<file path="src/rtl/ex_muldiv.sv">
// ex_muldiv: RV32M multiply/divide unit with a single-cycle multiplier and a
// 32-step restoring divider; results and status are registered.
module ex_muldiv (
  input  logic        clk,
  input  logic        rst,
  input  logic [19:0] ex_sig,
  input  logic [31:0] ex_src1,
  input  logic [31:0] ex_src2,
  input  logic        ex_out_valid,
  output logic [31:0] ex_result,
  output logic [2:0]  ex_exception,
  output logic        ex_in_valid,
  output logic        ex_busy
);
  typedef enum logic [1:0] {IDLE, MUL, DIV, FIX} state_t;
  state_t state, nxt;
  logic [5:0] cnt;
  logic [2:0] f3;
  logic [31:0] a, b, q, r, mag1, mag2, mul_res, fix_res;
  logic spec, qneg, rneg, ill, acc, sgn, zero, ovf;
  logic [63:0] prod;
  logic [32:0] t, dif;
  assign acc = state == IDLE && ex_out_valid;
  assign sgn = ~ex_sig[0];
  assign zero = ex_src2 == 32'd0;
  assign ovf = sgn && ex_src1 == 32'h8000_0000 && ex_src2 == 32'hFFFF_FFFF;
  assign mag1 = (sgn && ex_src1[31]) ? -ex_src1 : ex_src1;
  assign mag2 = (sgn && ex_src2[31]) ? -ex_src2 : ex_src2;
  assign ex_busy = state != IDLE;
  // Sign-extend to 64 bits so a plain 64x64 product gives every signedness mix
  assign prod = {{32{(f3[1:0] == 2'd1 || f3[1:0] == 2'd2) && a[31]}}, a}
              * {{32{f3[1:0] == 2'd1 && b[31]}}, b};
  assign mul_res = f3[1:0] == 2'd0 ? prod[31:0] : prod[63:32];
  assign t = {r, q[31]};
  assign dif = t - {1'b0, b};
  assign fix_res = spec ? q : f3[1] ? (rneg ? -r : r) : (qneg ? -q : q);
  always_comb begin
    nxt = state;
    case (state)
      IDLE: if (acc && ex_sig[3]) nxt = !ex_sig[2] ? MUL : (zero || ovf) ? FIX : DIV;
      MUL:  nxt = IDLE;
      DIV:  nxt = cnt == 6'd31 ? FIX : DIV;
      FIX:  nxt = IDLE;
    endcase
  end
  always_ff @(posedge clk or posedge rst)
    if (rst) state <= IDLE;
    else state <= nxt;
  always_ff @(posedge clk or posedge rst) begin
    if (rst) begin
      {cnt, f3, a, b, q, r, spec, qneg, rneg, ill} <= '0;
      {ex_result, ex_exception, ex_in_valid} <= '0;
    end else begin
      ex_in_valid <= 1'b0;
      ill <= 1'b0;
      if (acc) begin
        f3 <= ex_sig[2:0];
        a <= ex_src1;
        b <= ex_sig[2] ? mag2 : ex_src2;
        cnt <= '0;
        r <= '0;
        ill <= ~ex_sig[3];
        spec <= zero || ovf;
        qneg <= sgn && (ex_src1[31] ^ ex_src2[31]);
        rneg <= sgn && ex_src1[31];
        q <= zero ? (ex_sig[1] ? ex_src1 : 32'hFFFF_FFFF)
           : ovf ? (ex_sig[1] ? 32'd0 : 32'h8000_0000) : mag1;
      end
      if (ill) {ex_result, ex_exception, ex_in_valid} <= {32'd0, 3'd2, 1'b1};
      if (state == MUL) {ex_result, ex_exception, ex_in_valid} <= {mul_res, 3'd0, 1'b1};
      if (state == DIV) begin
        r <= dif[32] ? t[31:0] : dif[31:0];
        q <= {q[30:0], ~dif[32]};
        cnt <= cnt + 6'd1;
      end
      if (state == FIX) {ex_result, ex_exception, ex_in_valid} <= {fix_res, 3'd0, 1'b1};
    end
  end
endmodule
</file>
<file path="config.mk">
export PLATFORM = sky130hd
export DESIGN_NAME = ex_muldiv
export DESIGN_NICKNAME = d
export VERILOG_FILES = /design/src/rtl/ex_muldiv.sv
export SDC_FILE = /design/constraint.sdc
export NUM_CORES = 2
export LEC_CHECK = 0
export BUFFER_PORTS_ARGS = -buffer_cell sky130_fd_sc_hd__buf_4
export CAP_MARGIN = 10
export CORE_ASPECT_RATIO = 2
export CORE_MARGIN = 1
export CORE_UTILIZATION = 55
export DETAILED_ROUTE_END_ITERATION = 6
export GPL_TIMING_DRIVEN = 0
export PLACE_DENSITY = 0.71
export RECOVER_POWER = 25
export SETUP_SLACK_MARGIN = 0.15
export SLEW_MARGIN = 20
export SYNTH_ARGS = -nofsm -noshare
export SYNTH_HDL_FRONTEND = slang
export SYNTH_SLANG_ARGS = --single-unit
</file>
<file path="constraint.sdc">
create_clock -name clk -period 23.7 [get_ports clk]
set_input_delay 1.185 -clock clk [delete_from_list [all_inputs] [get_ports clk]]
set_output_delay 1.185 -clock clk [all_outputs]
set_load 0.02 [all_outputs]
</file>
Yosys cells after proc, flatten, opt, wreduce, memory -nomap -nowiden:

Cells that the tools add are included.

* output and inout bits: 37
* latch bits: 0
* register bits: 178
* memories: 0
* memory bits (writable): 0
* ROM bits: 0

* muxes and demuxes: 34
* div/mod/pow operators: 0
* equal/unequal tests: 9
* order comparisons: 0
* $mul: 1
* reductions and logical operators: 18
* shift-type cells: 0
* add/sub/neg operators: 6
* bitwise operators: 4

Operators with widths (number)
* $mux W32: 20
* $neg A32 Y32: 4
* $eq A32 B32 Y1 const B: 2
* $mul A33 B33 Y64: 1
* $sub A33 B32 Y33: 1
* $logic_not A32 Y1: 1
* $mux W6: 2
* $logic_and A1 B1 Y1: 9
* $mux W3: 3
* $add A6 B1 Y6 const B: 1
* $eq A2 B2 Y1 const B: 3
* $eq A6 B5 Y1 const B: 1
* $mux W1: 6
* $pmux W2 S3: 1
* $eq A2 B1 Y1 const B: 2
* $logic_not A2 Y1: 2
* $mux W2: 2
* $reduce_bool A2 Y1: 2
* $not A1 Y1: 3
* $reduce_bool A3 Y1: 1
* $logic_or A1 B1 Y1: 2
* $ne A2 B1 Y1 const B: 1
* $reduce_or A2 Y1: 1
* $xor A1 B1 Y1: 1

Logic depth before layout (Yosys ltp):

* word-level depth: 8
* gate-level depth with buffers: 34
* mapped depth without buffers: 29

Worst setup path before layout:

No wires, ideal clock.

* path type: register to register
* from: register f3[1]
* to: register ex_result[31]
* setup slack: 14.801 ns
* clock period less this slack: 8.899 ns
* arrival: 8.770 ns
* library setup time: 0.130 ns
* cell stages (with the launch flop): 33
* path through: dfrtp_1 clkbuf_1 inv_1 clkbuf_1 ha_1 and2_1 clkbuf_1 clkbuf_1 nand2_1 inv_1 fa_1 inv_1 fa_1 inv_1 fa_1 inv_1 fa_1 fa_1 fa_1 fa_1 fa_1 inv_1 ha_1 clkbuf_1 a21oi_1 nor2_1 o21a_1 nor4_1 o41ai_1 nor3_1 a21o_1 nor4b_1 o31ai_1

* longest elaborated chain between the ends: 7
* elaborated cells between the ends (all ways): 12
* classes of those cells: 1 x mul; 2 x eq/ne; 5 x mux; 4 x reduce/logical

Ends and longest elaborated chain
* from (decl): RTL line 18 `logic [2:0] f3;`
* from (signal assigned): RTL line 57 `f3 <= ex_sig[2:0];`
* $eq A2 B1 Y1 / $eq A2 B2 Y1 (equally long branches): RTL line 31, 32
* $logic_or A1 B1 Y1: RTL line 31 `assign prod = {{32{(f3[1:0] == 2'd1 || f3[1:0] == 2'd2) && a[31]}}, a}`
* $logic_and A1 B1 Y1: RTL line 31
* $mul A33 B33 Y64: RTL line 32 `* {{32{f3[1:0] == 2'd1 && b[31]}}, b};`
* $mux W32: RTL line 33 `assign mul_res = f3[1:0] == 2'd0 ? prod[31:0] : prod[63:32];`
* $mux W32: RTL line 70 `if (state == MUL) {ex_result, ex_exception, ex_in_valid} <= {mul_res, 3'd0, 1'b1};`
* $mux W32 *: RTL line 76 `if (state == FIX) {ex_result, ex_exception, ex_in_valid} <= {fix_res, 3'd0, 1'b1};`
* to (signal assigned): RTL line 69 `if (ill) {ex_result, ex_exception, ex_in_valid} <= {32'd0, 3'd2, 1'b1};`
* to (signal assigned): RTL line 70
* to (signal assigned): RTL line 76
* to (decl): RTL line 10 `output logic [31:0] ex_result,`

Mark *: on every way between the ends. The rest lies on a longest branch, timed or not.
A chain may end at the register's enable or synchronous reset.

Worst setup path after layout:

* from: register f3[1]
* to: register ex_result[14]

The elaborated chain is that of the path after synthesis.

==> qor.yml <==
status: "finished with violations"
violations: "capacitance limit, slew limit"
hold_path_class: "reg2reg"
clock_sinks: 176
antenna_found_initial: 27
vias_per_cell: 6.27
clk_latency_ns: 0.52
drt_iter0_drc: 4389
route.detailed.drc: 0
fill_cells: 8495
layout-drive-gt1-share_pct: 3.65
synth-edff-count: 0
maxCapViolations: 2
tns_ns: 0
final_area_um2: 54200
portBuffers: 104
yosysTopAreaCellShare_pct: 44.1
fin_ws_ns: 10.79
cts_resized: 0
grt_usage_pct: 51.4
yosys_register_bits: 176
synth.distinct_cells: 85
post_drt_wl_per_cell_um: 31.8
setup_violations: 0
dr.pass1.iters: 6
synth_area_leaders: "fa_1 (44%), inv_1 (9.3%), dfrtp_1 (8.6%)"
synth_top_family_by_area: "adder cells"
worstMarginPinSlew_ns: 5.66
cp.required_ns: 24.05
startpoint_type: "flop"
synthFlopType: "dfrtp_1"
overflow: 0
yosys.area_share.simple_pct: 16.2
cts_buffers: 17
cpMostUsedCell: "fa_1"
vias: 45800
period_share_pct: 54.5
post_cts.repair.setup_buffers: 0
cts_hold_buf: 0
die_area_um2: 94300
skew_ns: 0.0199
coreArea_um2: 91700
place.gp.congestion: 1.11
min_path_cells: 2
slew_headroom_pct: -277
reg2reg_slack_ns: 10.79
initial_core_util_pct: 55.7
yosys_warnings: 0
ctsRootBufferMaster: "clkbuf_16"
nets: 7538
reg2reg_depth: 32
die_h_um: 433
die_w_um: 218
path_buf_inv: 11
cts_tree: "yes"
ant_nets: 0
synthXorXnorAreaFrac_pct: 2.57
rsz0062_at_grt: "no"
io_pins: 124
critPathMaxStageDelay_ns: 0.83
crit_type: "reg2reg"
hold_viol_final: 0
synth_mux_area_share_pct: 0.729
clk_pin_slew_worst_paths_ns: 0.08
area_growth_pct: 5.97
synth_common_cells: "inv_1 (1271), fa_1 (1126), nand2_1 (1050)"
grt_max_degree: 100
post-dp-hpwl_mm: 194
row_count: 157
crit_fanout: 11
grt_pass1_vias: 48900
ys_seq_area_share_pct: 8.61
crit_arrival_ns: 13.26
postSynthCellCount: 5944
postPlaceCellArea_um2: 53500
crit_slowest_cell: "ha_1"
syn_area_per_cell_um2: 8.60
drt-total-wl_mm: 232
mappedNetlistArea_um2: 51100
yosys.area_share.adder_pct: 50.2
grt_pass1_wl_mm: 336
synth_top_cell_by_area: "fa_1"
synth_most_common_cell: "inv_1"
cp-end-kind: "flop"
maxSlewViolCount: 179
clockBufferDepth: 2
synth_compound_area_share_pct: 9.65
crit_cells: 32
post-route-min-period_ns: 12.91
htreeDepth: 4
max_freq_mhz: 77.5
critical_path.top_delay_family: "adder cells"
async_flop_share_pct: 100
dp_slack_ns: 11.27
==> area by class of cell <==
class                   instances  area, um2  area share, %
plain buffers                 348       1380           2.54
clock buffers                  17        425          0.785
repair buffers                109        850           1.57
well taps                    1192       1490           2.75
clock inverters                15        179          0.330
inverters                    1274       4780           8.83
flip-flops and latches        176       4400           8.13
diodes                         19       47.5         0.0877
multi-input cells            4147      40600           75.0
==> cell families after synthesis <==
family | Yosys count
buffers and inverters | 1622
other | 1
xor gates and xnor gates | 150
AOI/OAI and AO/OA | 766
DFF | 176
and+or+nand+nor | 1814
muxes | 37
adders and majority gates | 1378
==> routing by layer <==
metal	track usage, %	part of all wire (%)	wire (um)	vias to the layer above
li1	-	-	-	18400
met1	47.8	28	64900	22900
met2	82.7	47	109000	2988
met3	16.1	9.6	22300	1440
met4	60.6	15	35600	8
met5	0.688	0.067	156	-
==> state kept, by name, indices dropped and copies added (netlist names) <==
register	cells
cnt	6
r	32
q	32
spec	1
state	2
ex_exception	1
qneg	1
ex_in_valid	1
ex_result	32
ill	1
rneg	1
f3	2
b	32
a	32
==> final timing paths <==
| kind | startpoint | endpoint |
|---|---|---|
| min | ex_exception[1]$_DFFE_PP0P_ | ex_exception[1]$_DFFE_PP0P_ |
| max | f3[1]$_DFFE_PP0P_ | ex_result[14]$_DFFE_PP0P_ |
| min reg2reg | ex_exception[1]$_DFFE_PP0P_ | ex_exception[1]$_DFFE_PP0P_ |
| min in group asynchronous | rst | q[5]$_DFFE_PP0P_ |
| max reg2reg | f3[1]$_DFFE_PP0P_ | ex_result[14]$_DFFE_PP0P_ |
| max in group asynchronous | rst | b[16]$_DFFE_PP0P_ |
==> per-stage QoR <==
| step | instances | utilization (%) | hold slack [ns] |
|---|---|---|---|
| after global placement | 7241 | 58.2 | 0.479 |
| after detailed placement | 7244 | 58.3 | 0.481 |
| after floorplan | 5945 | - | 0.457 |
| final | 7297 | 59.1 | 0.502 |
| after global routing | 7287 | 59.0 | 0.521 |
| after CTS | 7276 | 59.0 | 0.500 |
==> placed cells by master (no fill, tap or decap), types with 15 or more instances in the layout <==
cell and instances:
xnor2_1 84, nand2b_1 16, or3_1 16, nor4_1 16, nor2b_1 15, a22oi_1 27
and3_1 35, ha_1 252, o21ai_0 212, a21o_1 40, a221oi_1 16, o21a_1 23
a31oi_1 46, buf_4 106, dfrtp_1 176, nand3_1 63, nor2_1 165, or4_1 17
xor2_1 65, o211ai_1 26, clkbuf_2 30, and2_1 282, diode_2 19, clkbuf_1 297
fa_1 1125, a21oi_1 171, nand4_1 23, clkbuf_16 17, a211oi_1 26, inv_1 1270
nor3_1 59, o21bai_1 18, nand2_1 1050, or2_2 16, o31ai_1 29, mux2i_1 35
==> worst reg2reg max path, delay by kind of cell (launching register included) <==
family,cells,cell delay (ns)
adders and majority gates,10,5.41
DFF,1,0.32
muxes,1,0.62
AOI/OAI and AO/OA,6,2.25
buffers and inverters,11,3.40
and+or+nand+nor,4,0.76
Power is left out: the tool's default activity adds up to more than one toggle a clock period on the data nets, which glitch-free logic cannot reach.
